**config.mk**
```make
export PLATFORM = sky130hd
export DESIGN_NAME = spi_transfer_controller
export DESIGN_NICKNAME = d
export VERILOG_FILES = /design/src/rtl/spi_transfer_controller.sv
export SDC_FILE = /design/constraint.sdc
export NUM_CORES = 1
export LEC_CHECK = 0
export ABC_AREA = 1
export CAP_MARGIN = 20
export CORE_UTILIZATION = 58
export DETAILED_ROUTE_END_ITERATION = 6
export PLACE_DENSITY = 0.81
export REMOVE_ABC_BUFFERS = 1
export SLEW_MARGIN = 20
export SYNTH_ARGS = -nofsm -noshare
export SYNTH_HDL_FRONTEND = slang
export SYNTH_SLANG_ARGS = --single-unit
```
**constraint.sdc**
```tcl
create_clock -name PCLK -period 2.3 [get_ports PCLK]
set_input_delay 0.46 -clock PCLK [delete_from_list [all_inputs] [get_ports PCLK]]
set_output_delay 0.46 -clock PCLK [all_outputs]
set_load 0.01 [all_outputs]
```
**src/rtl/spi_transfer_controller.sv**
```systemverilog
// -----------------------------------------------------------------------------
// spi_transfer_controller
//   Master-side SPI byte sequencer. It accepts a one-cycle send_data request
//   from the register block and divides PCLK to make SCLK. It drives SS low for
//   the transfer, shifts DW bits out on MOSI while capturing DW bits from MISO,
//   then returns the received byte with a one-cycle receive_data strobe.
//
// Ports:
//   PCLK, PRESETn        clock, asynchronous active-low reset
//   mstr, spe, spi_mode  enables; a start is accepted only in run mode (00)
//   cpol, cpha, lsbfe    frame format, latched at start
//   sppr, spr            baud select; divisor (sppr+1) << (spr+1), latched
//   send_data, mosi_data start request and byte to send
//   miso                 serial input
//   sclk, mosi, ss       SPI pins (ss active low)
//   tip                  transfer in progress
//   receive_data         one-cycle strobe, miso_data valid
//   miso_data            last received byte
// -----------------------------------------------------------------------------
module spi_transfer_controller #(
   parameter int DW    = 8,
   parameter int CNT_W = 12
) (
   input  logic          PCLK,
   input  logic          PRESETn,
   input  logic          mstr,
   input  logic          spe,
   input  logic          cpol,
   input  logic          cpha,
   input  logic          lsbfe,
   input  logic [1:0]    spi_mode,
   input  logic [2:0]    sppr,
   input  logic [2:0]    spr,
   input  logic          send_data,
   input  logic [DW-1:0] mosi_data,
   input  logic          miso,
   output logic          sclk,
   output logic          mosi,
   output logic          ss,
   output logic          tip,
   output logic          receive_data,
   output logic [DW-1:0] miso_data
);

   localparam int EW = $clog2(2*DW+1);

   typedef enum logic [1:0] {IDLE, SHIFT, DONE} state_t;

   state_t           r_state, w_next;
   logic [CNT_W-1:0] r_cnt, r_half_m1;
   logic [EW-1:0]    r_edge_cnt;
   logic [DW-1:0]    r_tx, r_rx;
   logic             r_cpha, r_lsbfe;

   logic             w_enabled, w_abort, w_start;
   logic [CNT_W-1:0] w_pre, w_half, w_half_m1;
   logic             w_tick, w_last, w_odd, w_sample, w_drive;
   logic [EW-1:0]    w_edge_nxt;

   function automatic logic [DW-1:0] shift_out(input logic [DW-1:0] v, input logic lsb);
      return lsb ? {1'b0, v[DW-1:1]} : {v[DW-2:0], 1'b0};
   endfunction

   assign w_enabled = mstr & spe & (spi_mode == 2'b00);
   // Wait mode (01) lets the current byte finish; only stop mode or losing
   // spe/mstr cuts it short.
   assign w_abort   = ~mstr | ~spe | (spi_mode == 2'b10);
   assign w_start   = (r_state == IDLE) & send_data & w_enabled;

   // Half period H = (sppr+1) << spr; the counter runs H-1 .. 0.
   assign w_pre     = CNT_W'(sppr) + CNT_W'(1);
   assign w_half    = w_pre << spr;
   assign w_half_m1 = w_half - CNT_W'(1);

   assign w_tick     = (r_state == SHIFT) & (r_cnt == '0);
   assign w_edge_nxt = r_edge_cnt + EW'(1);
   assign w_last     = (w_edge_nxt == EW'(2*DW));
   assign w_odd      = w_edge_nxt[0];
   // CPHA=0: the first bit is already on MOSI at start, so sample on odd
   // edges and advance on even ones (not after the final edge).
   // CPHA=1: advance on odd edges (the first re-drives bit 0), sample on even.
   assign w_sample   = w_tick & (r_cpha ? ~w_odd : w_odd);
   assign w_drive    = w_tick & (r_cpha ? w_odd : (~w_odd & ~w_last));

   always_ff @(posedge PCLK or negedge PRESETn) begin
      if (!PRESETn) r_state <= IDLE;
      else          r_state <= w_next;
   end

   always_comb begin
      w_next = r_state;
      case (r_state)
         IDLE:    if (w_start) w_next = SHIFT;
         SHIFT:   if (w_abort) w_next = IDLE;
                  else if (w_tick && w_last) w_next = DONE;
         DONE:    w_next = IDLE;
         default: w_next = IDLE;
      endcase
   end

   always_ff @(posedge PCLK or negedge PRESETn) begin
      if (!PRESETn) begin
         sclk         <= 1'b0;
         mosi         <= 1'b0;
         ss           <= 1'b1;
         tip          <= 1'b0;
         receive_data <= 1'b0;
         miso_data    <= '0;
         r_cnt        <= '0;
         r_half_m1    <= '0;
         r_edge_cnt   <= '0;
         r_tx         <= '0;
         r_rx         <= '0;
         r_cpha       <= 1'b0;
         r_lsbfe      <= 1'b0;
      end else begin
         receive_data <= 1'b0;
         case (r_state)
            IDLE: begin
               ss   <= 1'b1;
               tip  <= 1'b0;
               sclk <= cpol;
               if (w_start) begin
                  ss         <= 1'b0;
                  tip        <= 1'b1;
                  r_cpha     <= cpha;
                  r_lsbfe    <= lsbfe;
                  r_half_m1  <= w_half_m1;
                  r_cnt      <= w_half_m1;
                  r_edge_cnt <= '0;
                  r_rx       <= '0;
                  mosi       <= lsbfe ? mosi_data[0] : mosi_data[DW-1];
                  // CPHA=1 re-drives bit 0 on the first edge, so keep it.
                  r_tx       <= cpha ? mosi_data : shift_out(mosi_data, lsbfe);
               end
            end
            SHIFT: begin
               if (w_abort) begin
                  ss   <= 1'b1;
                  tip  <= 1'b0;
                  sclk <= cpol;
               end else if (w_tick) begin
                  sclk       <= ~sclk;
                  r_cnt      <= r_half_m1;
                  r_edge_cnt <= w_edge_nxt;
                  if (w_sample)
                     r_rx <= r_lsbfe ? {miso, r_rx[DW-1:1]} : {r_rx[DW-2:0], miso};
                  if (w_drive) begin
                     mosi <= r_lsbfe ? r_tx[0] : r_tx[DW-1];
                     r_tx <= shift_out(r_tx, r_lsbfe);
                  end
               end else begin
                  r_cnt <= r_cnt - CNT_W'(1);
               end
            end
            DONE: begin
               miso_data    <= r_rx;
               receive_data <= 1'b1;
            end
            default: ;
         endcase
      end
   end

endmodule

```
==> flow_summary.json <==
{
  "status": "completed",
  "drive_gt1_frac": 0.155,
  "startpoint_type": "primary input",
  "die_y_um": 85.1,
  "synth.avg_cell_area_um2": 7.35,
  "synth_warnings": 0,
  "setup_violations": 0,
  "fin_area_um2": 4790,
  "startpoint": "spr[0]",
  "die_area_um2": 7240,
  "synth_top_area_frac": 0.381,
  "async_flop_share": 1.00,
  "fin_worst_skew_ps": 11.4,
  "dr_total_vias": 3798,
  "worstSkewPairLatency_ps": 360,
  "grt_busiest_layer": "met2",
  "htree_levels": 3,
  "cp-end-kind": "register",
  "wl_per_cell_um": 13.8,
  "ys_ff_latch": 62,
  "max_slew_margin": 0.618,
  "yosysMostFrequentCell": "nand2_1",
  "hold_viol_final": 0,
  "synth_top_cells_by_count": "nand2_1 (121), inv_1 (66), dfrtp_1 (61)",
  "fin_util": 0.738,
  "dp_worst_setup_slack_ps": -267,
  "rows": 29,
  "die_x_um": 85.1,
  "drc": 0,
  "crit_required_ps": 2590,
  "met2_usage": 0.433,
  "fin_crit_ps": 2080,
  "ys_types": 44,
  "crit_arrival_ps": 2380,
  "total_power_mw": 3.29,
  "finalMaxSlewViolations": 0,
  "path_clk_slew_ps": 80,
  "detail_route.vias_per_cell": 5.60,
  "finalCritPeriodShare": 0.906,
  "grt_max_degree": 41,
  "grtUsageMet1": 0.391,
  "ys_seq_area_frac": 0.388,
  "yosys-top-cells-area": "dfrtp_1 (38%), nand2_1 (11%), o21ai_0 (6.6%), inv_1 (6.2%), nand3_1 (4.9%)",
  "overflow": 0,
  "fmax_ghz": 0.480,
  "holdWs_ps": 78.3,
  "synth_ff_type": "dfrtp_1",
  "cts_setup_buffers": 0,
  "initial_core_util": 0.616,
  "grt_pass1_wl_mm": 15.9,
  "firstDrtPassIters": 5,
  "place_area_um2": 4540,
  "leakage_nw": 2.26,
  "place_congestion": 0.885,
  "fill_cells": 513,
  "rsz0062_at_grt": "false",
  "clk_path_buf_depth": 2,
  "syn_area_um2": 4000,
  "track_usage": 0.277,
  "ant_nets": 0,
  "grt_pass1_vias": 3418,
  "crit_path_max_fanout": 6,
  "port_buffers": 37,
  "worstMarginPinSlew_ps": 569,
  "nNetsFinal": 626,
  "drt-total-wl_mm": 9.33,
  "n_antenna_cell": 0,
  "cts_sinks": 62,
  "grt_use_met3": 0.0418,
  "path_class": "primary input to register",
  "areaGrowthSynthToFinish_pct": 19.7,
  "numCtsBuffers": 9,
  "r2r_start": "r_edge_cnt[0]",
  "synth_cells": 545,
  "dp_hpwl_mm": 6.78,
  "p_per_area_nw_per_um2": 686,
  "maxCapViolations": 0,
  "clockRootBuffer": "clkbuf_8",
  "first_iter_violations": 366,
  "yosysTopAreaCell": "dfrtp_1",
  "ios": 38,
  "worst_slack_ps": 216,
  "ctsHoldBuffers": 0,
  "antenna_found_initial": 0,
  "vdd_drop_max_mv": 0.373,
  "cts_tree": "yes",
  "hp-class": "primary input to asynchronous set/reset pin",
  "synth_enable_flop_cells": 0,
  "coreArea_um2": 6490
}
[flip-flops by register name, summed over array words and instances (netlist names)]
| register | count |
|---|---|
| ss | 1 |
| r_lsbfe | 1 |
| miso_data | 8 |
| r_half_m1 | 12 |
| r_rx | 8 |
| r_state | 2 |
| r_edge_cnt | 5 |
| mosi | 1 |
| sclk | 1 |
| tip | 1 |
| r_cnt | 12 |
| r_cpha | 1 |
| receive_data | 1 |
| r_tx | 8 |
[path summary, 6_finish.rpt]
kind | endpoint | slack (ps) | depth (start not counted)
setup / recovery | r_cnt[8] | 220 | 12
hold / removal | miso_data[3] | 80 | 1
setup reg to reg | r_tx[4] | 230 | 10
min in group PCLK | ss | 470 | 2
max in group asynchronous | ss | 1550 | 2
hold reg to reg | ss | 470 | 2
[worst max-delay path, cell delays in order]
cell             delay, ps
clkdlybuf4s50_1        640
buf_4                  180
nand3_1                 90
nand3_1                110
nand2_1                 60
o21ai_1                160
nand2_2                130
nor2_4                 160
nand2_1                 70
nand2_1                 80
nand3_1                 90
a21oi_2                130
[logic make-up after synthesis]
logic type,after synthesis,share of synthesized area
and+or+nand+nor,236,0.272
AOI/OAI and AO/OA,131,0.191
buffers and inverters,97,0.103
DFF,62,0.388
xor gates and xnor gates,14,0.0306
adders and majority gates,5,0.0156
[repair_timing]
item | 4_1_cts | 5_1_grt
gates resized for setup | 0 | 5
setup endpoints to repair | 0 | 4
hold endpoints to repair | 0 | 0
[cells in the final DEF (no fill, tap or decap), drive strengths merged, types with 3 or more instances in the layout]
master,n
or2,3
clkbuf,9
inv,79
ha,5
o211ai,3
o22ai,8
nand4,6
nor3,7
a21oi,31
a211oi,4
xor2,11
clkdlybuf4s50,34
nand3,42
o21ai,75
nor2,46
nand2,131
buf,24
xnor2,3
a22oi,3
dfrtp,61
[cell type report]
cell class / count / area [µm²] / share of cell area
multi-input combinational: 386 / 2060 / 0.429
tap: 77 / 96.3 / 0.0201
timing repair buffer: 60 / 556 / 0.116
sequential: 62 / 1550 / 0.324
clock buffer: 9 / 124 / 0.0258
clock inverter: 7 / 103 / 0.0214
inverter: 77 / 307 / 0.0640
[layer usage]
| metal | vias to the layer above | routed length, µm | part of all wire |
|---|---|---|---|
| met5 | - | 0 | 0 |
| met4 | 0 | 140 | 0.015 |
| met3 | 12 | 598 | 0.064 |
| met2 | 161 | 4340 | 0.47 |
| met1 | 1736 | 4250 | 0.46 |
| li1 | 1889 | - | - |
[metrics by stage]
step / instances / setup TNS, ps
floorplan: 525 / 0
global placement: 662 / -1540
detailed placement: 662 / -2850
CTS: 678 / 0
global route: 678 / 0
finish: 678 / 0
[where the power goes]
| group | switching [mW] | total (mW) | internal, mW |
|---|---|---|---|
| clock | 0.497 | 1.12 | 0.623 |
| combinational | 0.465 | 0.779 | 0.315 |
| sequential | 0.128 | 1.39 | 1.26 |
No activity file was read; power rests on OpenSTA's default activity.
